File: src/rtl/dac_serializer.sv
// Left-justified DAC serializer: buffers one stereo pair and shifts it out on DACDAT,
// timed by codec-mastered BCLK/DACLRCK. Optional DAC_MUTE_ON_UNDERRUN_EN plays silence on underrun.
module dac_serializer #(
  parameter int SAMPLE_WIDTH = 16,
  parameter int SYNC_STAGES  = 2
) (
  input  logic                           CLK,
  input  logic                           RESET_N,
  input  logic                           BCLK,
  input  logic                           DACLRCK,
  input  logic signed [SAMPLE_WIDTH-1:0] leftSample,
  input  logic signed [SAMPLE_WIDTH-1:0] rightSample,
  input  logic                           sampleValid,
  output logic                           sampleReady,
  output logic                           DACDAT,
  output logic                           underrun
);

  localparam int CNT_W = $clog2(SAMPLE_WIDTH);
  localparam logic [CNT_W-1:0] CNT_LOAD = CNT_W'(SAMPLE_WIDTH - 1);

  localparam logic [1:0] ST_IDLE  = 2'd0;
  localparam logic [1:0] ST_LEFT  = 2'd1;
  localparam logic [1:0] ST_RIGHT = 2'd2;

  logic [SYNC_STAGES-1:0]  bclk_sync;
  logic [SYNC_STAGES-1:0]  lrck_sync;
  logic                    bclk_hist;
  logic                    lrck_hist;
  logic [SYNC_STAGES:0]    primed;

  logic                    bclk_fall;
  logic                    lr_rise;
  logic                    lr_fall;

  logic [1:0]              state;
  logic                    hold_full;
  logic [SAMPLE_WIDTH-1:0] hold_l;
  logic [SAMPLE_WIDTH-1:0] hold_r;
  logic [SAMPLE_WIDTH-1:0] frame_l;
  logic [SAMPLE_WIDTH-1:0] frame_r;
  logic [SAMPLE_WIDTH-1:0] frame_l_nxt;
  logic [SAMPLE_WIDTH-1:0] frame_r_nxt;
  logic [SAMPLE_WIDTH-1:0] shift_reg;
  logic [CNT_W-1:0]        bit_cnt;

  logic                    take_hold;
  logic                    bypass;
  logic                    starve;
  logic                    accept;

  // NOTE: every flop below uses non-blocking assignment so all registers see pre-edge values.
  always_ff @(posedge CLK or negedge RESET_N) begin
    if (!RESET_N) begin
      bclk_sync <= '0;
      lrck_sync <= '0;
      bclk_hist <= 1'b0;
      lrck_hist <= 1'b0;
      primed    <= '0;
    end else begin
      bclk_sync <= {bclk_sync[SYNC_STAGES-2:0], BCLK};
      lrck_sync <= {lrck_sync[SYNC_STAGES-2:0], DACLRCK};
      bclk_hist <= bclk_sync[SYNC_STAGES-1];
      lrck_hist <= lrck_sync[SYNC_STAGES-1];
      primed    <= {primed[SYNC_STAGES-1:0], 1'b1};
    end
  end

  // Edges are masked until the history flop holds a real pin value, so a DACLRCK
  // that is already high when reset releases is not mistaken for a frame start.
  assign bclk_fall = primed[SYNC_STAGES] &  bclk_hist & ~bclk_sync[SYNC_STAGES-1];
  assign lr_rise   = primed[SYNC_STAGES] & ~lrck_hist &  lrck_sync[SYNC_STAGES-1];
  assign lr_fall   = primed[SYNC_STAGES] &  lrck_hist & ~lrck_sync[SYNC_STAGES-1];

  assign sampleReady = ~hold_full;

  // NOTE: defaults first so every path assigns every output and no latch is inferred.
  always_comb begin
    take_hold   = lr_rise &  hold_full;
    bypass      = lr_rise & ~hold_full &  sampleValid;
    starve      = lr_rise & ~hold_full & ~sampleValid;
    accept      = sampleValid & ~hold_full;
    frame_l_nxt = frame_l;
    frame_r_nxt = frame_r;
    if (take_hold) begin
      frame_l_nxt = hold_l;
      frame_r_nxt = hold_r;
    end else if (bypass) begin
      frame_l_nxt = leftSample;
      frame_r_nxt = rightSample;
    end else if (starve) begin
`ifdef DAC_MUTE_ON_UNDERRUN_EN
      frame_l_nxt = '0;
      frame_r_nxt = '0;
`else
      frame_l_nxt = frame_l;
      frame_r_nxt = frame_r;
`endif
    end
  end

  // NOTE: the small hold/frame buffers are reset too, so a reset discards buffered audio.
  always_ff @(posedge CLK or negedge RESET_N) begin
    if (!RESET_N) begin
      hold_full <= 1'b0;
      hold_l    <= '0;
      hold_r    <= '0;
      frame_l   <= '0;
      frame_r   <= '0;
      underrun  <= 1'b0;
    end else begin
      frame_l  <= frame_l_nxt;
      frame_r  <= frame_r_nxt;
      underrun <= starve;
      if (take_hold) begin
        hold_full <= 1'b0;
      end else if (accept && !bypass) begin
        hold_full <= 1'b1;
        hold_l    <= leftSample;
        hold_r    <= rightSample;
      end
    end
  end

  always_ff @(posedge CLK or negedge RESET_N) begin
    if (!RESET_N) begin
      state <= ST_IDLE;
    end else begin
      case (state)
        ST_IDLE:  if (lr_rise) state <= ST_LEFT;
        ST_LEFT:  if (lr_fall) state <= ST_RIGHT;
        ST_RIGHT: if (lr_rise) state <= ST_LEFT;
        default:  state <= ST_IDLE;
      endcase
    end
  end

  // Channel edges take priority over a coincident BCLK fall so the MSB is never skipped.
  always_ff @(posedge CLK or negedge RESET_N) begin
    if (!RESET_N) begin
      shift_reg <= '0;
      bit_cnt   <= '0;
      DACDAT    <= 1'b0;
    end else if (lr_rise) begin
      shift_reg <= frame_l_nxt;
      bit_cnt   <= CNT_LOAD;
      DACDAT    <= frame_l_nxt[SAMPLE_WIDTH-1];
    end else if (lr_fall && state == ST_LEFT) begin
      shift_reg <= frame_r;
      bit_cnt   <= CNT_LOAD;
      DACDAT    <= frame_r[SAMPLE_WIDTH-1];
    end else if (bclk_fall && state != ST_IDLE) begin
      if (bit_cnt != '0) begin
        shift_reg <= {shift_reg[SAMPLE_WIDTH-2:0], 1'b0};
        bit_cnt   <= bit_cnt - 1'b1;
        DACDAT    <= shift_reg[SAMPLE_WIDTH-2];
      end else begin
        DACDAT    <= 1'b0;
      end
    end
  end

endmodule

File: config.mk
export PLATFORM = sky130hd
export DESIGN_NAME = dac_serializer
export DESIGN_NICKNAME = d
export VERILOG_FILES = /design/src/rtl/dac_serializer.sv
export SDC_FILE = /design/constraint.sdc
export NUM_CORES = 1
export LEC_CHECK = 0
export ABC_AREA = 1
export CORE_ASPECT_RATIO = 1.1
export CORE_MARGIN = 2
export CORE_UTILIZATION = 25
export CTS_BUF_LIST = sky130_fd_sc_hd__clkbuf_4 sky130_fd_sc_hd__clkbuf_8
export DETAILED_ROUTE_END_ITERATION = 8
export DONT_BUFFER_PORTS = 1
export PLACE_DENSITY = 0.48
export REMOVE_ABC_BUFFERS = 1
export SLEW_MARGIN = 20
export SYNTH_ARGS = -nofsm -noshare
export SYNTH_HDL_FRONTEND = slang
export SYNTH_SLANG_ARGS = --single-unit
File: constraint.sdc
create_clock -name CLK -period 2.5 [get_ports CLK]
set_input_delay 0.25 -clock CLK [delete_from_list [all_inputs] [get_ports CLK]]
set_output_delay 0.25 -clock CLK [all_outputs]
set_load 0.01 [all_outputs]
==> summary.txt, run 1 <==
Synth
  – Avg Cell Area, Syn: 8.90 sq um
  – Post-synthesis xor/xnor area fraction: 0.400%
  – Synth Warn #: 0
  – Post-synthesis cell area: 0.00438 sq mm
  – Compound-Gate Fraction of Synth Area: 5.80%
  – Top post-synthesis cells by area: dfrtp_1 (55%), nand2_1 (14%), mux2_2 (5.7%)
  – Mapped Cells: 492
  – Post-synthesis sequential element count: 97
  – Main combinational cell family by area after synthesis: simple AND/OR/NAND/NOR gates
  – Synth Area in Adders: 0.286%
  – Seq/Total Area, Yosys: 55.4%
  – Top-area cell type share of the netlist area: 55.4%
  – Post-synthesis simple-gate area fraction: 26.0%
  – Multiplexer share of the synthesized area: 5.91%
  – Leading area contributor after synthesis: dfrtp_1
  – Cell variety after synth: 28

Critical path
  – Worst EP required: 2750 ps
  – R2r endpoint: frame_r[4]
  – Crit-path max cell delay: 510 ps
  – Worst R2R Start: hold_full
  – Worst path arrival time: 2260 ps
  – Kind of cell adding the most delay to the critical path: simple AND/OR/NAND/NOR gates
  – CP Max Fanout: 17
  – Critical path's slowest cell: dfrtp_1
  – CP dominant cell by count: nand2_2
  – Worst-path cell chain: inv_4 > nand2_2 > inv_2 > nand2_2 > nand2_2 > inv_2 > o21ai_0
  – WS Path Type: reg2reg
  – Buf+Inv Stages, Crit Path: 3
  – Flop2flop setup slack: 490 ps
  – Startpoint Class: register
  – R2R depth: 7
  – CP endpoint kind: register
  – Critical Path Stages: 7

Placed design
  – DP Area: 0.00461 sq mm
  – Place WS: 474 ps
  – Hpwl dp: 6.96 mm
  – Placed Cells incl. Taps: 711
  – Port bufs: 0
  – Gp weighted congestion: 0.762

STA
  – Worst-margin pin slew: 527 ps
  – Slew HR: 64.8%
  – RSZ-0062 raised after global routing: false
  – Endpoints failing setup: 0
  – Fin crit share: 80.3%
  – Fin. Hold Viols: 0
  – Final setup TNS: 0 ps
  – Layout Skew: 9.94 ps
  – Setup ws final: 493 ps
  – Slew Limit Fails: 0
  – Fmax: 0.498 GHz
  – Post-layout min period: 2010 ps

Cells and area
  – Fillers: 1,848
  – Share of cells above drive strength 1: 11.6%
  – Layout net count: 535
  – Antenna diodes: 0
  – P&R area growth vs syn: 11.7%
  – Final cell count without fillers: 734
  – Final Cell Area: 0.00489 sq mm

Power
  – Design Power: 0.00449 W
  – Pwr per Cell Area: 918 mW/mm^2
  – Maximum VDD drop: 0.397 mV
  – Static Leakage: 2.38 nW

Min path
  – Hold Path Depth: 1
  – Hold Path Sink: hold_r[3]
  – Min-delay worst type: in2reg
  – Min-delay src: rightSample[3]

CTS
  – Root buf cell: clkbuf_8
  – # clock sinks: 97
  – CTS tree: built
  – Clock latency on the worst-skew pair: 380 ps
  – Post-cts resize count: 0
  – Total CTS buffers: 9
  – Worst-path clk slew: 90 ps
  – Max clock buf depth: 2
  – CTS H-tree lvls: 3

Global route
  – First-pass GRT wire length: 17.4 mm
  – Total gr overflow: 0
  – Initial antenna violation count: 0
  – Largest net degree at the start of global routing: 98
  – Vias in the first global route: 3,331
  – Total track usage: 12.4%

Run
  – Max-Cap Viols: 0

Die
  – Core ar.: 0.0171 sq mm
  – Die ar.: 0.0186 sq mm
  – # rows: 50
  – Initial Utilization: 25.6%
  – Die Y: 143 um
  – Horiz. Die Dim: 130 um
  – I/O pin count: 40

Drt
  – Avg Vias per Cell: 4.43
  – Pre-antenna DRT Iters: 4
  – Wirelength, routed: 10.5 mm
  – Drt wl/cell: 14.3 um
  – Initial drt markers: 189
  – DRC Markers: 0
  – Via Count: 3,248
  – Post-route ant nets: 0

Run status
  – Status: complete, no violations
==> kinds of logic (layout without fill, tap and decap cells) <==
group | after synthesis | after routing
buf+inv | 59 | 67
mux | 23 | 23
compound gates | 46 | 46
other cells | 1 | 1
flops | 97 | 97
xor+xnor | 2 | 2
fa+ha+maj | 1 | 1
simple gates | 263 | 263
==> layer usage <==
metal  global-route usage, %  share of wire [%]  vias to the layer above
met5                       0                  0                        -
li1                        -                  -                     1600
met4                    5.83                2.4                        0
met3                    2.62                3.7                       22
met2                    20.0                 48                       59
met1                    15.8                 46                     1567
==> how the worst max path moves through the flow <==
stage,from,end,slack [ps]
6_report,hold_full,frame_r[4],490
5_1_grt,hold_full,frame_r[8],270
4_1_cts,hold_full,frame_r[4],490
3_5_place_dp,hold_full,frame_r[4],470
3_3_place_gp,hold_full,frame_r[8],570
2_1_floorplan,hold_full,shift_reg[14],200
==> cell type report <==
class / count / area [sq um] / area share [%]
clock buffer: 14 / 174 / 3.55
inverter: 37 / 141 / 2.89
multi-input combinational: 336 / 1680 / 34.4
sequential: 97 / 2430 / 49.6
tap: 234 / 293 / 5.98
timing repair buffer: 16 / 173 / 3.53
==> report_power, final <==
group	switching (W)	total (W)	leakage, nW	internal [W]
combinational	0.000593	0.00107	1.11	0.000480
sequential	0.000299	0.00245	1.17	0.00215
clock	0.000523	0.000963	0.0929	0.000440
total	0.00141	0.00449	2.38	0.00308
==> cell usage in the layout, fill, tap and decap left out <==
cell type        n
o211ai_1         7
mux2_2          22
o21ai_0         21
dlygate4sd3_1    8
dfrtp_1         97
mux2_1           1
xor2_1           2
nor2_2           1
o31ai_1          1
inv_1           34
inv_4            1
nor2_1          22
clkbuf_8        11
nand2_2          5
nand2_1        165
nand2_4          1
clkbuf_4         3
nand4_1         14
buf_4            6
buf_16           1
inv_2            2
ha_1             1
o22ai_1          3
a21oi_1         10
conb_1           1
o21ai_1          4
nor3_1           2
buf_12           1
nor2_4           3
nand3_2          1
nand3_1         49
==> cell usage after synthesis <==
cell      number
o22ai_1        3
conb_1         1
o31ai_1        1
o21ai_1        4
nand2_4        1
nor2_2         1
buf_4          8
nand4_1       14
ha_1           1
mux2_1         1
inv_4          1
o211ai_1       7
nand3_1       49
dfrtp_1       97
o21ai_0       21
nand3_2        1
nor2_1        22
nor2_4         3
a21oi_1       10
nor3_1         2
mux2_2        22
inv_2          2
nand2_1      165
inv_1         34
xor2_1         2
clkbuf_1       3
nand2_2        5
buf_2         11
==> metrics by stage <==
step | hold slack [ps] | util [%]
floorplan | -45.6 | -
global placement | -41.3 | 27.0
detailed placement | -40.5 | 27.0
CTS | -458 | 28.4
global route | 1.42 | 28.6
finish | 16.1 | 28.6
==> repair_timing <==
item / 4_1_cts / 5_1_grt
hold buffers: 7 / 2
hold endpoints to repair: 104 / 97
endpoints found under the setup margin: 0 / 0
buffers inserted: 0 / 0
(Power assumes the default switching activity.)
==> inputs of run 2 (changes only) <==
- clock period: 2.5 -> 2.1 ns (I/O delays scaled with it)
==> summary.txt, run 2 (synthesis results as in run 1) <==
Run status
  – Status: finished, violations left (was complete, no violations)
  – Failing checks: hold timing

Power
  – Static Leakage: 2.48 nW (was 2.38 nW)
  – Maximum VDD drop: 0.338 mV (was 0.397 mV)
  – Design Power: 0.00538 W (was 0.00449 W)
  – Pwr per Cell Area: 1050 mW/mm^2 (was 918 mW/mm^2)

Drt
  – Initial drt markers: 149 (was 189)
  – Wirelength, routed: 10.8 mm (was 10.5 mm)
  – Via Count: 3,326 (was 3,248)
  – Avg Vias per Cell: 4.36 (was 4.43)
  – DRC Markers: 0 (unchanged)
  – Pre-antenna DRT Iters: 4 (unchanged)
  – Post-route ant nets: 0 (unchanged)
  – Drt wl/cell: 14.1 um (was 14.3 um)

Die
  – # rows: 50 (unchanged)
  – Horiz. Die Dim: 130 um (unchanged)
  – Die Y: 143 um (unchanged)
  – I/O pin count: 40 (unchanged)
  – Initial Utilization: 25.6% (unchanged)
  – Core ar.: 0.0171 sq mm (unchanged)
  – Die ar.: 0.0186 sq mm (unchanged)

STA
  – Fmax: 0.567 GHz (was 0.498 GHz)
  – Fin. Hold Viols: 97 (was 0)
  – Layout Skew: 11.3 ps (was 9.94 ps)
  – Fin crit share: 84.0% (was 80.3%)
  – RSZ-0062 raised after global routing: false (unchanged)
  – Worst-margin pin slew: 506 ps (was 527 ps)
  – Final setup TNS: 0 ps (unchanged)
  – Slew HR: 66.2% (was 64.8%)
  – Post-layout min period: 1760 ps (was 2010 ps)
  – Endpoints failing setup: 0 (unchanged)
  – Final hold slack: -472 ps (was 16.1 ps)
  – Slew Limit Fails: 0 (unchanged)

Global route
  – Initial antenna violation count: 0 (unchanged)
  – Total track usage: 12.4% (about the same)
  – First-pass GRT wire length: 17.8 mm (was 17.4 mm)
  – Largest net degree at the start of global routing: 98 (unchanged)
  – GR Util met1: 15.8% (about the same)
  – Total gr overflow: 0 (unchanged)
  – Met3 Usage GRT: 3.71% (was 2.62%)
  – Met2 global-route usage: 21.0% (was 20.0%)
  – Most Crowded Layer GR: met2 (unchanged)
  – Vias in the first global route: 3,439 (was 3,331)

Cells and area
  – P&R area growth vs syn: 17.1% (was 11.7%)
  – Commonest cells after routing, fill and taps aside: nand2_1 (165), dfrtp_1 (97), nand3_1 (49) (unchanged)
  – Fillers: 1,824 (was 1,848)
  – Layout net count: 561 (was 535)
  – Core Util, Final: 30.0% (was 28.6%)
  – FF+latch area: 0.00243 sq mm (unchanged)
  – Multi-input logic area: 0.00168 sq mm (unchanged)
  – Share of cells above drive strength 1: 11.9% (was 11.6%)
  – Most common cell after layout, fill and taps aside: nand2_1 (unchanged)
  – Final Cell Area: 0.00513 sq mm (was 0.00489 sq mm)
  – Antenna diodes: 0 (unchanged)

CTS
  – CTS tree: built (unchanged)
  – # clock sinks: 97 (unchanged)
  – Post-CTS Hold Buffers: 31 (was 7)
  – Total CTS buffers: 9 (unchanged)
  – Post-cts resize count: 0 (unchanged)
  – CTS H-tree lvls: 3 (unchanged)
  – Root buf cell: clkbuf_8 (unchanged)
  – Clock latency on the worst-skew pair: 380 ps (about the same)
  – # Post-CTS Setup Buffers: 0 (unchanged)
  – Max clock buf depth: 2 (unchanged)
  – Worst-path clk slew: 100 ps (was 90 ps)

Critical path
  – Worst path arrival time: 2010 ps (was 2260 ps)
  – Worst R2R Start: hold_full (unchanged)
  – Crit-path max cell delay: 520 ps (was 510 ps)
  – CP dominant cell by count: nand2_2 (unchanged)
  – Flop2flop setup slack: 340 ps (was 490 ps)
  – R2r endpoint: frame_r[4] (unchanged)
  – Critical path's slowest cell: dfrtp_1 (unchanged)
  – CP Max Fanout: 17 (unchanged)
  – Worst EP required: 2350 ps (was 2750 ps)
  – Startpoint Class: register (unchanged)
  – R2R depth: 7 (unchanged)
  – Worst-path cell chain: inv_4 > nand2_2 > inv_2 > nand2_2 > nand2_2 > inv_2 > o21ai_0 (unchanged)
  – WS Path Type: reg2reg (unchanged)
  – CP endpoint kind: register (unchanged)

Placed design
  – DP Area: 0.00464 sq mm (was 0.00461 sq mm)
  – Port bufs: 0 (unchanged)
  – Hpwl dp: 7.31 mm (was 6.96 mm)
  – Gp weighted congestion: 0.752 (was 0.762)

Run
  – Max-Cap Viols: 0 (unchanged)

Min path
  – Min-delay worst type: in2async (was in2reg)
## run 2: worst max path at each step
stage,slack [ps],cells after the start,end,from
CTS,330,7,frame_r[4],hold_full
finish,340,7,frame_r[4],hold_full
global route,130,8,frame_r[1],hold_full
detailed placement,350,7,frame_r[4],hold_full
global placement,400,6,DACDAT,primed[2]
floorplan,-200,6,shift_reg[14],hold_full
## run 2: area by class of cell
cell class / count / share of cell area, %
inverters: 37 / 2.76
clock buffers: 11 / 2.71
multi-input cells: 336 / 32.8
well taps: 234 / 5.71
flip-flops and latches: 97 / 47.3
repair buffers: 42 / 7.90
clock inverters: 5 / 0.756
## run 2: stage by stage
stage | cells | hold slack, ps | worst slack (ps)
final | 762 | -472 | 336
after global routing | 762 | -511 | 130
after CTS | 762 | -507 | 328
after detailed placement | 715 | -79.9 | 354
after global placement | 715 | -81.4 | 403
after floorplan | 470 | -85.6 | -200
## run 2: routing by layer
| layer | part of all wire [%] | vias to the layer above |
|---|---|---|
| met5 | 0 | - |
| met3 | 3.3 | 8 |
| met2 | 49 | 37 |
| met1 | 46 | 1620 |
| li1 | - | 1661 |
| met4 | 1.0 | 0 |
## run 2: power breakdown
part / internal (W) / switching (W)
logic: 0.000602 / 0.000686
clock network: 0.000469 / 0.000690
registers: 0.00256 / 0.000367
total: 0.00364 / 0.00174
## run 2: critical path, delay by kind of cell (launching register included)
| family | cells | cell delay [ps] |
|---|---|---|
| AO/OA/AOI/OAI | 1 | 130 |
| buffers and inverters | 3 | 450 |
| flip-flops | 1 | 520 |
| AND/OR/NAND/NOR | 3 | 510 |
==> inputs of run 3 (changes only) <==
- PLACE_DENSITY: 0.48 -> 0.5
- clock period: 2.1 -> 1.6 ns (I/O delays scaled with it)
==> summary.txt, run 3 (synthesis results as in run 1) <==
Run status
  – Status: finished, violations left (unchanged)
  – Failing checks: hold timing (unchanged)

Cells and area
  – Final cell count without fillers: 783 (was 762)
  – FF+latch area: 0.00243 sq mm (about the same)
  – Final Cell Area: 0.00537 sq mm (was 0.00513 sq mm)
  – Antenna diodes: 0 (unchanged)
  – Most common cell after layout, fill and taps aside: nand2_1 (unchanged)
  – Fillers: 1,800 (was 1,824)
  – Commonest cells after routing, fill and taps aside: nand2_1 (165), dfrtp_1 (94), nand3_1 (49) (was nand2_1 (165), dfrtp_1 (97), nand3_1 (49))
  – P&R area growth vs syn: 22.7% (was 17.1%)
  – Share of cells above drive strength 1: 15.8% (was 11.9%)
  – Multi-input logic area: 0.00170 sq mm (was 0.00168 sq mm)
  – Layout net count: 583 (was 561)

STA
  – Fin crit share: 94.7% (was 84.0%)
  – Endpoints failing setup: 0 (unchanged)
  – Fmax: 0.660 GHz (was 0.567 GHz)
  – Fin. Hold Viols: 97 (unchanged)
  – Layout Skew: 16.8 ps (was 11.3 ps)
  – Final hold slack: -531 ps (was -472 ps)
  – Slew Limit Fails: 0 (unchanged)
  – Post-layout min period: 1520 ps (was 1760 ps)
  – Setup ws final: 84.6 ps (was 336 ps)

CTS
  – # clock sinks: 97 (unchanged)
  – Clock latency on the worst-skew pair: 370 ps (was 380 ps)
  – CTS tree: built (unchanged)
  – Worst-path clk slew: 100 ps (about the same)
  – Root buf cell: clkbuf_8 (unchanged)
  – Post-CTS Hold Buffers: 35 (was 31)
  – CTS H-tree lvls: 3 (unchanged)
  – Total CTS buffers: 9 (unchanged)
  – Max clock buf depth: 2 (unchanged)

Die
  – Die Y: 143 um (unchanged)
  – Initial Utilization: 25.6% (unchanged)
  – I/O pin count: 40 (unchanged)
  – # rows: 50 (unchanged)
  – Horiz. Die Dim: 130 um (unchanged)
  – Die ar.: 0.0186 sq mm (unchanged)
  – Core ar.: 0.0171 sq mm (unchanged)

Global route
  – Initial antenna violation count: 0 (unchanged)
  – Vias in the first global route: 3,638 (was 3,439)
  – Total gr overflow: 0 (unchanged)
  – Total track usage: 12.6% (was 12.4%)
  – First-pass GRT wire length: 18.2 mm (was 17.8 mm)
  – Largest net degree at the start of global routing: 98 (unchanged)

Critical path
  – R2R depth: 5 (was 7)
  – Critical Path Stages: 5 (was 7)
  – Worst EP required: 1860 ps (was 2350 ps)
  – Worst-path cell chain: inv_2 > nand3_4 > nand2_2 > buf_4 > mux2_2 (was inv_4 > nand2_2 > inv_2 > nand2_2 > nand2_2 > inv_2 > o21ai_0)
  – CP Max Fanout: 17 (unchanged)
  – WS Path Type: reg2reg (unchanged)
  – Worst path arrival time: 1780 ps (was 2010 ps)
  – Kind of cell adding the most delay to the critical path: flip-flops (unchanged)
  – Critical path's slowest cell: dfrtp_1 (unchanged)
  – Startpoint Class: register (unchanged)
  – CP endpoint kind: register (unchanged)
  – Crit-path max cell delay: 430 ps (was 520 ps)
  – Buf+Inv Stages, Crit Path: 2 (was 3)

Min path
  – Min-delay worst type: in2async (unchanged)

Drt
  – Initial drt markers: 223 (was 149)
  – Wirelength, routed: 10.7 mm (was 10.8 mm)
  – Via Count: 3,458 (was 3,326)
  – Post-route ant nets: 0 (unchanged)
  – DRC Markers: 0 (unchanged)
  – Drt wl/cell: 13.7 um (was 14.1 um)
  – Avg Vias per Cell: 4.42 (was 4.36)
  – Pre-antenna DRT Iters: 5 (was 4)

Placed design
  – DP Area: 0.00479 sq mm (was 0.00464 sq mm)
  – Hpwl dp: 7.38 mm (was 7.31 mm)
  – Place WS: 37.7 ps (was 354 ps)
  – Placed Cells incl. Taps: 730 (was 715)
  – Port bufs: 0 (unchanged)
  – Gp weighted congestion: 0.792 (was 0.752)

Power
  – Maximum VDD drop: 0.490 mV (was 0.338 mV)
  – Static Leakage: 2.58 nW (was 2.48 nW)
  – Pwr per Cell Area: 1350 mW/mm^2 (was 1050 mW/mm^2)

Run
  – Max-Cap Viols: 0 (unchanged)
-- run 3: cell count changes in the layout (fill, tap and decap cells not counted), moves of 3 or more --
cell	delta
dlygate4sd3_1	+4
buf_12	+3
inv_6	-3
dfrtp_2	+3
clkbuf_8	+3
dfrtp_1	-3
buf_4	+14
-- run 3: stage by stage --
| step | hold slack [ps] | utilization, % | power, W | TNS, ps |
|---|---|---|---|---|
| CTS | -552 | 31.2 | 0.00729 | 0 |
| global placement | -131 | 28.1 | 0.00556 | 0 |
| global route | -570 | 31.5 | 0.00779 | -12.5 |
| floorplan | -136 | - | 0.00506 | -33260 |
| finish | -531 | 31.5 | 0.00723 | 0 |
| detailed placement | -130 | 28.1 | 0.00562 | 0 |
-- run 3: where the power goes --
part / total [W] / switching (W) / internal (W)
clock network: 0.00156 / 0.000870 / 0.000691
logic: 0.00182 / 0.000951 / 0.000873
registers: 0.00385 / 0.000477 / 0.00337
-- run 3: path summary, 6_finish.rpt --
path / startpoint / end / slack (ps)
min in group CLK: rightSample[3] / frame_r[3] / 20
hold / removal: RESET_N / bit_cnt[1] / -530
hold reg to reg: lrck_sync[0] / lrck_sync[1] / 360
setup reg to reg: lrck_hist / hold_r[0] / 80
setup / recovery: lrck_hist / hold_r[0] / 80
max in group asynchronous: RESET_N / shift_reg[1] / 2010
-- run 3: layer usage --
metal | routed length (um) | GRT usage, %
met4 | 125 | 3.40
met3 | 435 | 3.52
met1 | 4920 | 16.4
met2 | 5220 | 20.7
met5 | 0 | 0
-- run 3: worst reg2reg max path, stage by stage (launching register included) --
cell and delay [ps]:
dfrtp_1 430, inv_2 100, nand3_4 120, nand2_2 150, buf_4 240, mux2_2 370
-- run 3: final cells by class --
class / count / area share [%]
flip-flops and latches: 97 / 45.2
inverters: 37 / 2.63
clock buffers: 12 / 3.07
clock inverters: 3 / 0.466
well taps: 234 / 5.45
repair buffers: 64 / 11.6
multi-input cells: 336 / 31.6
-- run 3: repair_timing --
item / in CTS / in global routing
hold endpoints to repair: 156 / 97
setup endpoints to repair: 0 / 33
gates resized for setup: 0 / 9
buffers inserted: 0 / 3
